===== config.mk =====
export PLATFORM = sky130hd
export DESIGN_NAME = output_layer_ctrl_flat
export DESIGN_NICKNAME = d
export VERILOG_FILES = /design/src/rtl/nn_pkg.sv /design/src/rtl/output_layer_ctrl_if.sv /design/src/rtl/output_layer_ctrl_sat_add.sv /design/src/rtl/output_layer_ctrl.sv /design/src/flat_wrapper.sv
export SDC_FILE = /design/constraint.sdc
export NUM_CORES = 1
export LEC_CHECK = 0
export ABC_AREA = 1
export BUFFER_PORTS_ARGS = -buffer_cell sky130_fd_sc_hd__buf_2
export CORE_MARGIN = 1.5
export CORE_UTILIZATION = 60
export DETAILED_ROUTE_END_ITERATION = 6
export GPL_TIMING_DRIVEN = 0
export PLACE_DENSITY = 0.9
export SKIP_LAST_GASP = 1
export SLEW_MARGIN = 20
export SYNTH_ARGS = -nofsm -noshare
export SYNTH_HDL_FRONTEND = slang
export SYNTH_HIERARCHICAL = 1
export SYNTH_SLANG_ARGS = --single-unit

===== constraint.sdc =====
create_clock -name clk_i -period 5.2 [get_ports clk_i]
set_input_delay 0.26 -clock clk_i [delete_from_list [all_inputs] [get_ports clk_i]]
set_output_delay 0.26 -clock clk_i [all_outputs]
set_load 0.02 [all_outputs]

===== src/rtl/nn_pkg.sv =====
// Shared defaults and FSM encoding for the output-layer controller slice.
package nn_pkg;
  localparam int DEF_NUM_NEURONS = 10;
  localparam int DEF_ACC_W       = 16;
  localparam int DEF_BIAS_W      = 8;
  localparam int IDX_W           = 4;

  typedef enum logic [2:0] {
    S_IDLE  = 3'd0,
    S_FETCH = 3'd1,
    S_ADD   = 3'd2,
    S_OUT   = 3'd3,
    S_DONE  = 3'd4
  } state_t;
endpackage


===== src/rtl/output_layer_ctrl_if.sv =====
// Accumulator-in / biased-sum-out handshake bundle of the output-layer controller.
interface output_layer_ctrl_if
  import nn_pkg::*;
#(
  parameter int ACC_W = DEF_ACC_W
);
  logic                    acc_valid_i;
  logic                    acc_ready_o;
  logic signed [ACC_W-1:0] acc_i;
  logic                    sum_valid_o;
  logic                    sum_ready_i;
  logic signed [ACC_W-1:0] sum_o;

  // slave is the controller side, master is the producer/consumer around it
  modport slave  (input  acc_valid_i, acc_i, sum_ready_i,
                  output acc_ready_o, sum_valid_o, sum_o);
  modport master (output acc_valid_i, acc_i, sum_ready_i,
                  input  acc_ready_o, sum_valid_o, sum_o);
endinterface


===== src/rtl/output_layer_ctrl_sat_add.sv =====
// Combinational signed add of a narrow bias onto a wide accumulator, clamped to A_W bits.
module sat_add #(
  parameter int A_W = 16,
  parameter int B_W = 8
) (
  input  logic signed [A_W-1:0] a,
  input  logic signed [B_W-1:0] b,
  output logic signed [A_W-1:0] y
);
  function automatic logic signed [A_W-1:0] sat(input logic signed [A_W:0] v);
    logic signed [A_W-1:0] r;
    if (v[A_W] != v[A_W-1])
      r = v[A_W] ? {1'b1, {(A_W-1){1'b0}}} : {1'b0, {(A_W-1){1'b1}}};
    else
      r = v[A_W-1:0];
    return r;
  endfunction

  logic signed [A_W:0] wide;

  // one guard bit is enough: the bias never exceeds the accumulator width
  assign wide = $signed({a[A_W-1], a}) + $signed({{(A_W+1-B_W){b[B_W-1]}}, b});
  assign y    = sat(wide);
endmodule


===== src/rtl/output_layer_ctrl.sv =====
// Walks the output neurons: fetch bias, add to accumulator, emit sum, track argmax.
module output_layer_ctrl
  import nn_pkg::*;
#(
  parameter int NUM_NEURONS = DEF_NUM_NEURONS,
  parameter int ACC_W       = DEF_ACC_W,
  parameter int BIAS_W      = DEF_BIAS_W
) (
  input  logic                     clk_i,
  input  logic                     rst_ni,
  input  logic                     start_i,
  output logic [IDX_W-1:0]         rom_addr_o,
  input  logic signed [BIAS_W-1:0] bias_i,
  output logic                     busy_o,
  output logic                     done_o,
  output logic [IDX_W-1:0]         class_o,
  output_layer_ctrl_if.slave       bus
);
  localparam logic [IDX_W-1:0] LAST_IDX = IDX_W'(NUM_NEURONS - 1);

  state_t                  state_q, state_d;
  logic [IDX_W-1:0]        idx_q;
  logic [IDX_W-1:0]        class_q;
  logic signed [ACC_W-1:0] sum_q;
  logic signed [ACC_W-1:0] max_q;
  logic signed [ACC_W-1:0] sat_sum;
  logic                    acc_ready;
  logic                    sum_valid;

  sat_add #(.A_W(ACC_W), .B_W(BIAS_W)) u_sat_add (
    .a (bus.acc_i),
    .b (bias_i),
    .y (sat_sum)
  );

  always_ff @(posedge clk_i or negedge rst_ni) begin
    if (!rst_ni) state_q <= S_IDLE;
    else         state_q <= state_d;
  end

  always_comb begin
    state_d   = state_q;
    acc_ready = 1'b0;
    sum_valid = 1'b0;
    done_o    = 1'b0;
    busy_o    = (state_q != S_IDLE);
    case (state_q)
      S_IDLE:  if (start_i) state_d = S_FETCH;
      // the ROM read issued with this idx lands in bias_i by ADD
      S_FETCH: state_d = S_ADD;
      S_ADD: begin
        acc_ready = 1'b1;
        if (bus.acc_valid_i) state_d = S_OUT;
      end
      S_OUT: begin
        sum_valid = 1'b1;
        if (bus.sum_ready_i) state_d = (idx_q == LAST_IDX) ? S_DONE : S_FETCH;
      end
      S_DONE: begin
        done_o  = 1'b1;
        state_d = S_IDLE;
      end
      default: state_d = S_IDLE;
    endcase
  end

  always_ff @(posedge clk_i or negedge rst_ni) begin
    if (!rst_ni) begin
      idx_q   <= '0;
      sum_q   <= '0;
      max_q   <= '0;
      class_q <= '0;
    end else begin
      if (state_q == S_IDLE && start_i) begin
        idx_q <= '0;
        max_q <= '0;
      end
      if (state_q == S_ADD && bus.acc_valid_i) sum_q <= sat_sum;
      if (state_q == S_OUT && bus.sum_ready_i) begin
        // strict compare keeps the lower index on ties
        if (sum_q > max_q || idx_q == '0) begin
          max_q   <= sum_q;
          class_q <= idx_q;
        end
        if (idx_q != LAST_IDX) idx_q <= idx_q + 1'b1;
      end
    end
  end

  assign rom_addr_o      = idx_q;
  assign class_o         = class_q;
  assign bus.acc_ready_o = acc_ready;
  assign bus.sum_valid_o = sum_valid;
  assign bus.sum_o       = sum_q;
endmodule


===== src/flat_wrapper.sv =====
// flat-port wrapper written by rule: the top's interface ports become plain ports
module output_layer_ctrl_flat import nn_pkg::*;
#(
  parameter int NUM_NEURONS = DEF_NUM_NEURONS,
  parameter int ACC_W       = DEF_ACC_W,
  parameter int BIAS_W      = DEF_BIAS_W
)
  (clk_i, rst_ni, start_i, rom_addr_o, bias_i, busy_o, done_o, class_o, bus_acc_valid_i, bus_acc_i, bus_sum_ready_i, bus_acc_ready_o, bus_sum_valid_o, bus_sum_o);
  output_layer_ctrl_if #(.ACC_W(ACC_W)) bus_i ();
  input  logic clk_i;
  input  logic rst_ni;
  input  logic start_i;
  output logic [IDX_W-1:0] rom_addr_o;
  input  logic signed [BIAS_W-1:0] bias_i;
  output logic busy_o;
  output logic done_o;
  output logic [IDX_W-1:0] class_o;
  input wire logic [$bits(bus_i.acc_valid_i)-1:0] bus_acc_valid_i;
  input wire logic [$bits(bus_i.acc_i)-1:0] bus_acc_i;
  input wire logic [$bits(bus_i.sum_ready_i)-1:0] bus_sum_ready_i;
  output wire logic [$bits(bus_i.acc_ready_o)-1:0] bus_acc_ready_o;
  output wire logic [$bits(bus_i.sum_valid_o)-1:0] bus_sum_valid_o;
  output wire logic [$bits(bus_i.sum_o)-1:0] bus_sum_o;
  assign bus_i.acc_valid_i = bus_acc_valid_i;
  assign bus_i.acc_i = bus_acc_i;
  assign bus_i.sum_ready_i = bus_sum_ready_i;
  assign bus_acc_ready_o = bus_i.acc_ready_o;
  assign bus_sum_valid_o = bus_i.sum_valid_o;
  assign bus_sum_o = bus_i.sum_o;
  output_layer_ctrl #(.NUM_NEURONS(NUM_NEURONS), .ACC_W(ACC_W), .BIAS_W(BIAS_W)) u_core (.clk_i(clk_i), .rst_ni(rst_ni), .start_i(start_i), .rom_addr_o(rom_addr_o), .bias_i(bias_i), .busy_o(busy_o), .done_o(done_o), .class_o(class_o), .bus(bus_i));
endmodule

* Word-level counts from Yosys, hierarchy flattened
Index checks and enable logic that the tools add are counted.
Operators by class: add/subtract/negate cells 2, $lt $le $gt $ge 1, equality and inequality tests 10, multiplexer cells 16, reduce and logical (&&, ||, !) cells 9
Operators with widths (number):
- 2-to-1 mux 16 bit | 5
- adder 16 x 8 -> 17 bit | 1
- > comparator 16 bit | 1
- 2-to-1 mux 3 bit | 4
- 2-to-1 mux 4 bit | 3
- one-hot mux 3 bit (4 select lines) | 1
- equality test 3 x 2 -> 1 bit, second input constant | 2
- != test 2 bit, second input constant | 3
- adder 4 x 1 -> 4 bit, second input constant | 1
- equality test 4 bit, second input constant | 1
- zero test 4 bit | 1
- != test 4 bit, second input constant | 1
- equality test 3 x 1 -> 1 bit, second input constant | 1
- equality test 3 bit, second input constant | 1
- logical AND 1 bit | 3
- zero test 3 bit | 1
- 2-to-1 mux 1 bit | 3
- AND reduction 3 bit | 1
- nonzero test 3 bit | 1
- AND reduction 2 bit | 1
- logical OR 1 bit | 1
- != test 1 bit | 1
Storage, ports and cells: register bits 43, input port bits 29, output and inout port bits 28, word-level logic and storage cells 43

* Depth between registers and ports, before layout
Gate-level depths: netlist (run 1).
depth in word-level cells 5, gate-level depth with buffers 18, gate-level depth less buffers 17

* Modules after synthesis
The synthesis (run 1) kept the hierarchy.
By module, submodules not included:
- output_layer_ctrl | times used 1, cells each 288, area each 2406.1 sq um, seq. area each 1076.0 sq um
- sat_add | times used 1, cells each 194, area each 1084.8 sq um, seq. area each 0.0 sq um

* Least setup slack after synthesis (run 1)
No wires, ideal clock.
path kind input -> register, start in bus_acc_i[0], end reg u_core.sum_q[11] (netlist: u_core/bus.sum_o[11]), data arrival time 1933 ps, setup slack 3142 ps, stages 17, path buffers 1, cell sequence ha_1 > inv_1 > fa_1 > inv_1 > nand2_1 > nand2_1 > nand3_1 > nand2_2 > nand2_2 > nand2_2 > nand2_2 > nand2_4 > nand2_4 > buf_6 > nand2_1 > nand2_1 > mux2_2
On the way: cells in the longest elaborated chain, start to end 3, elaborated cells between the ends (all ways) 4
Ends and longest elaborated chain:
- start, declared | RTL line flat_wrapper.sv:19 | input wire logic [$bits(bus_i.acc_i)-1:0] bus_acc_i;
- adder 16 x 8 -> 17 bit * | RTL line output_layer_ctrl_sat_add.sv:22 | assign wide = $signed({a[A_W-1], a}) + $signed({{(A_W+1-B_W){b[B_W-1]}}, b});
- 2-to-1 mux 16 bit or != test 1 bit (tied branches) | RTL line output_layer_ctrl_sat_add.sv:13, output_layer_ctrl_sat_add.sv:12
- 2-to-1 mux 16 bit * | RTL line output_layer_ctrl_sat_add.sv:12 | if (v[A_W] != v[A_W-1])
- named net u_core.sat_sum[11] | RTL line output_layer_ctrl.sv:26 | logic signed [ACC_W-1:0] sat_sum;
- end signal, assigned | RTL line output_layer_ctrl.sv:78 | if (state_q == S_ADD && bus.acc_valid_i) sum_q <= sat_sum;
- end, declared | RTL line output_layer_ctrl.sv:24 | logic signed [ACC_W-1:0] sum_q;
Mark *: on every way through the listed nets, which the timed path passes. The rest lies on a longest branch. A chain may end at the register's enable or synchronous reset.

* Worst setup path in the final report (run 1)
start reg u_core.sum_q[15] (netlist: u_core/bus.sum_o[15]), end reg u_core.max_q[14]
On the way: cells in the longest elaborated chain, start to end 4
Ends and longest elaborated chain:
- > comparator 16 bit | RTL line output_layer_ctrl.sv:81 | if (sum_q > max_q || idx_q == '0) begin
- logical OR 1 bit | RTL line output_layer_ctrl.sv:81
- 2-to-1 mux 16 bit | RTL line output_layer_ctrl.sv:81
- 2-to-1 mux 16 bit | RTL line output_layer_ctrl.sv:79 | if (state_q == S_OUT && bus.sum_ready_i) begin
- end signal, assigned | RTL line output_layer_ctrl.sv:82 | max_q <= sum_q;
- end, declared | RTL line output_layer_ctrl.sv:25 | logic signed [ACC_W-1:0] max_q;
Every way passes these cells.

==> impl_metrics.toml, run 1 <==
[outcome]
outcome = "finished clean"

[synthesis]
dominantRegCellSynth = "sky130_fd_sc_hd__dfrtp_1"
synthesis.area_um2 = 3491
synth_cell_types = 33
synth-edff-count = 0
warning_count_from_the_yosys_run = 6
synth-async-reset-ratio_pct = 100.0
synth_nets = 547
sequential_element_share_of_the_synthesized_area_pct = 30.82
post_synth_inst_count = 482
syn-mean-instance-area_um2 = 7.242
synth-seq-cells = 43

[critical_path]
worst_path_most_repeated_cell = "sky130_fd_sc_hd__nand2_1"
worst-r2r-setup-slack_ns = 3.08
path_buf_inv = 1
critical_path_arrival_ns = 2.31
reg2regPathDepth = 12
critical_path.cell_chain = "ha_1, a21oi_1, o21ai_1, nor2_1, nand2_1, nand2_1, nand3_1, nand2_2, nand2_2, buf_6, nand2_1, nand2_1"
worstSetupEndpointType = "flop"
start_kind = "flop"
critical_path.reg2reg.startpoint = "u_core/bus.sum_o[15]"
cpPeakStageDelay_ns = 0.42
worst-path-max-fanout = 10
critical_path_depth = 12
timing.critical_path.from = "u_core/bus.sum_o[15]"
timing.critical_path.required_ns = 5.39
rr_endpoint = "u_core/max_q[14]"
cpLargestDelayFamily = "simple AND/OR/NAND/NOR gates"
crit_path_top_delay_cell = "sky130_fd_sc_hd__dfrtp_1"
critical_path_class = "reg2reg"
critPathCapture = "u_core/max_q[14]"

[power]
power_frac_seq_pct = 30.1
power.share.switching_pct = 48.66
power.leakage_uw = 0.002332
power.internal_uw = 1045
power.switching_uw = 990.7
power_frac_clock_pct = 10.7
worst_ir_drop_vdd_uv = 302.6
power.share.combinational_pct = 59.2
power.density_nw_per_um2 = 515.0

[routing]
route.antenna.remaining_nets = 0
drt-pass1-iter-count = 4
drt_drc_violations_left = 0
detailroute.via_count = 3235
detail_route.vias_per_cell = 5.235
wl_per_cell_um = 12.29
detail_route.wirelength_mm = 7.598
drt_iter0_markers = 179

[cts]
ctsHoldBuffers = 0
clock_insertion_delay_worst_skew_ns = 0.30
tritoncts = "built"
post_cts.resized_instances = 0
cts-buffers-inserted = 5
cts_num_sinks = 43
cts_buffer_depth = 2
cts_setup_buffers = 0
cts_root_buffer = "sky130_fd_sc_hd__clkbuf_8"
clkTransAtPathRegs_ns = 0.09
cts-htree-levels = 2

[placement]
detailedPlacementHpwl_mm = 6.003
detailed_place.area_um2 = 3861
gpl.final_weighted_congestion = 0.8814
post-place-ws_ns = 2.805
place.port_buffers = 56
placed_insts = 610

[layout]
syn2layout_area_growth_pct = 13.26
design.final.nets = 610
instances_no_fill = 618
insertedDiodeCount = 0
stdcell_area_um2 = 3954
fillers = 454
final_util_pct = 70.93
fraction_of_layout_cells_with_a_size_suffix_above_1_pct = 21.79

[timing]
final-hold-violation-count = 0
layout_worst_path_cycle_share_pct = 40.71
worstMarginPinSlew_ns = 0.9444
grt_setup_unrepaired = "false"
finalWorstSetupSlack_ns = 3.083
final_period_minus_worst_setup_slack_ns = 2.117
achievable-frequency_ghz = 0.4723
report.final.slew_viol_count = 0
final_setup_violation_count = 0
final.setup.tns_ns = 0
remaining_max_slew_budget_at_the_tightest_pin_pct = 37.04
worst_clock_skew_ns = 0.007663

[floorplanning]
floorplan.initialDensity_pct = 62.63
io_pins = 57
die_width_um = 79.28
design.die.area_um2 = 6285
core_area_um2 = 5574
std_cell_rows = 27
die_h_um = 79.28

[global_routing]
via_count_of_the_first_global_routing_pass = 3039
grt_max_degree = 44
grt_first_pass_wirelength_mm = 12.63
grt_overflow = 0
grt_antenna_before_repair = 0
groute.usage.overall_pct = 25.10

[hold_path]
min-delay-path-class = "in2async"

[flow_run]
drv.max_cap_violation_count = 0
flip-flops by register name, summed over array words and instances (netlist names):
name,count
u_core/rom_addr_o,4
u_core/class_o,4
u_core/max_q,16
u_core/bus.sum_o,16
u_core/state_q,3
routing by layer:
metal  GRT usage [%]  part of all wire, %  vias to the layer above
met1           30.01                   44                     1515
met4           5.439                  1.0                        0
met3           4.023                  3.7                        7
met5               0                    0                        -
met2           46.92                   52                       73
li1                -                    -                     1640
power groups by stage:
stage	sequential, uW	clock, uW	combinational [uW]
after floorplan	686	0	789
after CTS	613	224	1200
after detailed placement	620	0	1190
final	613	218	1200
after global placement	612	0	1130
after global routing	635	236	1340
Yosys cell counts (5+ instances only):
| cell type | n | share of area [%] |
|---|---|---|
| sky130_fd_sc_hd__dfrtp_1 | 43 | 31 |
| sky130_fd_sc_hd__buf_6 | 5 | 1.6 |
| sky130_fd_sc_hd__inv_1 | 76 | 8.2 |
| sky130_fd_sc_hd__nor2_1 | 22 | 2.4 |
| sky130_fd_sc_hd__xor2_1 | 7 | 1.8 |
| sky130_fd_sc_hd__nand3_1 | 39 | 5.6 |
| sky130_fd_sc_hd__mux2_2 | 15 | 4.8 |
| sky130_fd_sc_hd__ha_1 | 35 | 13 |
| sky130_fd_sc_hd__nand2_1 | 162 | 17 |
| sky130_fd_sc_hd__nand2_2 | 14 | 2.5 |
| sky130_fd_sc_hd__a21oi_1 | 16 | 2.3 |
through the flow:
step           hold slack [ns]  total power (uW)
2_1_floorplan         -0.03559              1475
3_3_place_gp            0.4382              1743
3_5_place_dp            0.4561              1805
4_1_cts                 0.1319              2041
5_1_grt                 0.1822              2213
6_report                0.1003              2036
worst register-to-register path, cell delays in order, from the launching register on:
cell and delay, ns:
sky130_fd_sc_hd__dfrtp_1 0.42, sky130_fd_sc_hd__ha_1 0.39, sky130_fd_sc_hd__a21oi_1 0.23, sky130_fd_sc_hd__o21ai_1 0.10
sky130_fd_sc_hd__nor2_1 0.19, sky130_fd_sc_hd__nand2_1 0.08, sky130_fd_sc_hd__nand2_1 0.06, sky130_fd_sc_hd__nand3_1 0.08
sky130_fd_sc_hd__nand2_2 0.10, sky130_fd_sc_hd__nand2_2 0.08, sky130_fd_sc_hd__buf_6 0.15, sky130_fd_sc_hd__nand2_1 0.08
sky130_fd_sc_hd__nand2_1 0.06
cell type report:
class | instances | area, um^2 | share of cell area [%]
buffer | 10 | 86.33 | 2.184
tap | 72 | 90.09 | 2.278
sequential | 43 | 1076 | 27.22
multi-input combinational | 350 | 2032 | 51.39
clock inverter | 3 | 23.77 | 0.6013
timing repair buffer | 56 | 280.3 | 7.089
clock buffer | 5 | 68.82 | 1.741
inverter | 79 | 296.5 | 7.500
cells by family (layout without fill, tap and decap cells):
family,after synthesis,after routing,share of synthesized area (%)
adders and majority gates,36,36,13.12
AOI/OAI and AO/OA,29,29,4.803
xor gates and xnor gates,11,11,2.760
and+or+nand+nor,259,259,32.69
buffers and inverters,89,153,10.97
DFF,43,43,30.82
muxes,15,15,4.839
layout by cell type (no fill, tap or decap), types with 2 or more instances in the layout:
| master | instances |
|---|---|
| sky130_fd_sc_hd__xnor2_1 | 4 |
| sky130_fd_sc_hd__xor2_1 | 7 |
| sky130_fd_sc_hd__nand2_2 | 14 |
| sky130_fd_sc_hd__mux2_2 | 15 |
| sky130_fd_sc_hd__inv_1 | 76 |
| sky130_fd_sc_hd__o21ai_1 | 2 |
| sky130_fd_sc_hd__a21oi_1 | 16 |
| sky130_fd_sc_hd__nor3_1 | 3 |
| sky130_fd_sc_hd__buf_2 | 59 |
| sky130_fd_sc_hd__dfrtp_1 | 43 |
| sky130_fd_sc_hd__nand3_1 | 39 |
| sky130_fd_sc_hd__clkinvlp_4 | 2 |
| sky130_fd_sc_hd__nand2_1 | 162 |
| sky130_fd_sc_hd__nor2_1 | 22 |
| sky130_fd_sc_hd__clkbuf_8 | 5 |
| sky130_fd_sc_hd__inv_2 | 3 |
| sky130_fd_sc_hd__nand2_4 | 2 |
| sky130_fd_sc_hd__nor2_2 | 2 |
| sky130_fd_sc_hd__buf_6 | 5 |
| sky130_fd_sc_hd__ha_1 | 35 |
| sky130_fd_sc_hd__nand3b_1 | 2 |
| sky130_fd_sc_hd__o21bai_1 | 3 |
| sky130_fd_sc_hd__a21oi_2 | 3 |
| sky130_fd_sc_hd__nor3_2 | 3 |
| sky130_fd_sc_hd__o21ai_0 | 4 |
| sky130_fd_sc_hd__buf_4 | 2 |
| sky130_fd_sc_hd__nand4_1 | 4 |
worst min-delay path by stage:
stage,endpoint,cells past startpoint
final,u_core/max_q[0],1
after global routing,u_core/max_q[3],1
after CTS,u_core/bus.sum_o[12],1
after detailed placement,u_core/max_q[0],1
after global placement,u_core/max_q[2],1
after floorplan,u_core/bus.sum_o[0],0
Note: power is estimated with default switching activity, not from simulation.
==> run 2: changes to the inputs <==
CORE_UTILIZATION = 57   (was 60)
PLACE_DENSITY = 0.86   (was 0.9)
clock period = 2.2 ns   (was 5.2 ns; I/O delays follow)
==> run 2 against run 1 <==
Compared with the run above: wire length is 1.5% lower; non-clock buffer count is 1 higher; core utilization is 4.0 points lower; clock power is 120% higher; clock skew is 0.0030 ns lower; critical endpoint is now u_core/max_q[12]; largest power group unchanged.
==> impl_metrics.toml, run 2 (synthesized netlist as in run 1, its figures left out) <==
[timing]
final-hold-violation-count = 0
final_setup_violation_count = 0
worst_clock_skew_ns = 0.004694
worstMarginPinSlew_ns = 0.9253
final_period_minus_worst_setup_slack_ns = 2.046
achievable-frequency_ghz = 0.4887
layout_worst_path_cycle_share_pct = 93.02
final.setup.tns_ns = 0
report.final.slew_viol_count = 0
remaining_max_slew_budget_at_the_tightest_pin_pct = 38.31
grt_setup_unrepaired = "false"
fin_worst_hold_slack_ns = 0.08703

[power]
worst_ir_drop_vdd_uv = 843.2
power.density_nw_per_um2 = 1200
power.leakage_uw = 0.002337

[routing]
detail_route.vias_per_cell = 5.138
drt-pass1-iter-count = 5
detailroute.via_count = 3196
wl_per_cell_um = 12.04
detail_route.wirelength_mm = 7.486
drt_drc_violations_left = 0
drt_iter0_markers = 198
route.antenna.remaining_nets = 0

[placement]
place.port_buffers = 56
placed_insts = 613
detailed_place.area_um2 = 3865
detailedPlacementHpwl_mm = 6.030
gpl.final_weighted_congestion = 0.8259

[critical_path]
path_buf_inv = 1
critical_path_class = "reg2reg"
worst_path_most_repeated_cell = "sky130_fd_sc_hd__nand2_1"
worstSetupEndpointType = "flop"
cpPeakStageDelay_ns = 0.44
cpLargestDelayFamily = "simple AND/OR/NAND/NOR gates"
start_kind = "flop"
timing.critical_path.required_ns = 2.38
worst-path-max-fanout = 10
critical_path_arrival_ns = 2.23
crit_path_top_delay_cell = "sky130_fd_sc_hd__dfrtp_1"
critical_path.cell_chain = "ha_1, nand4_1, nor2_2, nand2_1, nand3_1, nand3_1, nand2_2, nand2_2, buf_6, nand2_1, nand2_1"

[global_routing]
grt_overflow = 0
via_count_of_the_first_global_routing_pass = 3082
grt_first_pass_wirelength_mm = 12.96
grt_max_degree = 44
groute.usage.overall_pct = 24.93
grt_antenna_before_repair = 0

[outcome]
outcome = "finished clean"

[floorplanning]
core_area_um2 = 5921
floorplan.initialDensity_pct = 58.96
std_cell_rows = 28
die_h_um = 81.26
design.die.area_um2 = 6602
io_pins = 57
die_width_um = 81.26

[layout]
fraction_of_layout_cells_with_a_size_suffix_above_1_pct = 21.76
instances_no_fill = 622
most_frequent_cells_in_the_layout = "162 x sky130_fd_sc_hd__nand2_1, 76 x sky130_fd_sc_hd__inv_1, 59 x sky130_fd_sc_hd__buf_2, 43 x sky130_fd_sc_hd__dfrtp_1, 39 x sky130_fd_sc_hd__nand3_1"
syn2layout_area_growth_pct = 13.51
stdcell_area_um2 = 3963
design.final.nets = 611
insertedDiodeCount = 0
mostFrequentLayoutCell = "sky130_fd_sc_hd__nand2_1"

[hold_path]
min-delay-path-class = "in2reg"

[cts]
cts-htree-levels = 2
cts-buffers-inserted = 5
cts_root_buffer = "sky130_fd_sc_hd__clkbuf_8"
cts_num_sinks = 43
clkTransAtPathRegs_ns = 0.08
cts_setup_buffers = 0
clock_insertion_delay_worst_skew_ns = 0.29
cts_buffer_depth = 2
tritoncts = "built"

[flow_run]
drv.max_cap_violation_count = 0
==> run 2: cell count changes in the layout (fill, tap and decap cells not counted) <==
cell	previous run	this run
sky130_fd_sc_hd__clkbuf_1	0	1
sky130_fd_sc_hd__clkinv_2	0	1
sky130_fd_sc_hd__clkinvlp_4	2	1
sky130_fd_sc_hd__dlygate4sd3_1	0	1
sky130_fd_sc_hd__inv_6	1	0
sky130_fd_sc_hd__nor2_1	22	21
sky130_fd_sc_hd__nor2_2	2	3
==> run 2: metrics by stage <==
stage	utilization, %	power [uW]	worst slack (ns)
2_1_floorplan	-	3488	0.2923
3_3_place_gp	65.28	4126	0.01991
3_5_place_dp	65.28	4277	-0.008089
4_1_cts	66.88	4775	0.1777
5_1_grt	66.93	5246	0.02267
6_report	66.93	4756	0.1536
==> run 2: timing repair <==
item,4_1_cts,5_1_grt
gates resized for setup,0,1
setup endpoints to repair,0,1
hold buffers,1,0
hold endpoints to repair,30,0
==> run 2: routing by layer <==
metal,share of wire (%),GRT usage (%)
met2,53,47.42
met4,2.2,8.276
met1,41,28.32
met3,3.8,3.371
met5,0,0
==> run 2: final timing paths <==
check                                     startpoint                    to  slack, ns  depth (start not counted)
max in group asynchronous                     rst_ni       u_core/max_q[7]       1.12                          2
worst min-delay path                 bus_sum_ready_i  u_core/rom_addr_o[1]       0.09                          3
worst max-delay path            u_core/bus.sum_o[15]      u_core/max_q[12]       0.15                         11
worst max register to register  u_core/bus.sum_o[15]      u_core/max_q[12]       0.15                         11
min in group asynchronous                     rst_ni       u_core/max_q[2]       0.49                          2
worst min register to register     u_core/class_o[1]     u_core/class_o[1]       0.47                          2
==> run 2: worst register-to-register path: stages, from the launching register on <==
cell and delay (ns):
sky130_fd_sc_hd__dfrtp_1 0.44, sky130_fd_sc_hd__ha_1 0.40, sky130_fd_sc_hd__nand4_1 0.16, sky130_fd_sc_hd__nor2_2 0.22, sky130_fd_sc_hd__nand2_1 0.10, sky130_fd_sc_hd__nand3_1 0.08, sky130_fd_sc_hd__nand3_1 0.09, sky130_fd_sc_hd__nand2_2 0.09
sky130_fd_sc_hd__nand2_2 0.08, sky130_fd_sc_hd__buf_6 0.16, sky130_fd_sc_hd__nand2_1 0.08, sky130_fd_sc_hd__nand2_1 0.06
==> run 2: final cells by class <==
class	instances	area (um^2)
inverters	79	296.5
flip-flops and latches	43	1076
repair buffers	57	290.3
plain buffers	10	86.33
multi-input cells	350	2034
clock buffers	6	72.57
well taps	75	93.84
fillers	514	1958
clock inverters	2	12.51
==> run 2: report_power, final <==
part,internal [uW],leakage (uW),switching [uW]
Clock,222,0.0000412,255
Combinational,1110,0.00177,1710
Sequential,1130,0.000528,324
Total,2470,0.00234,2290
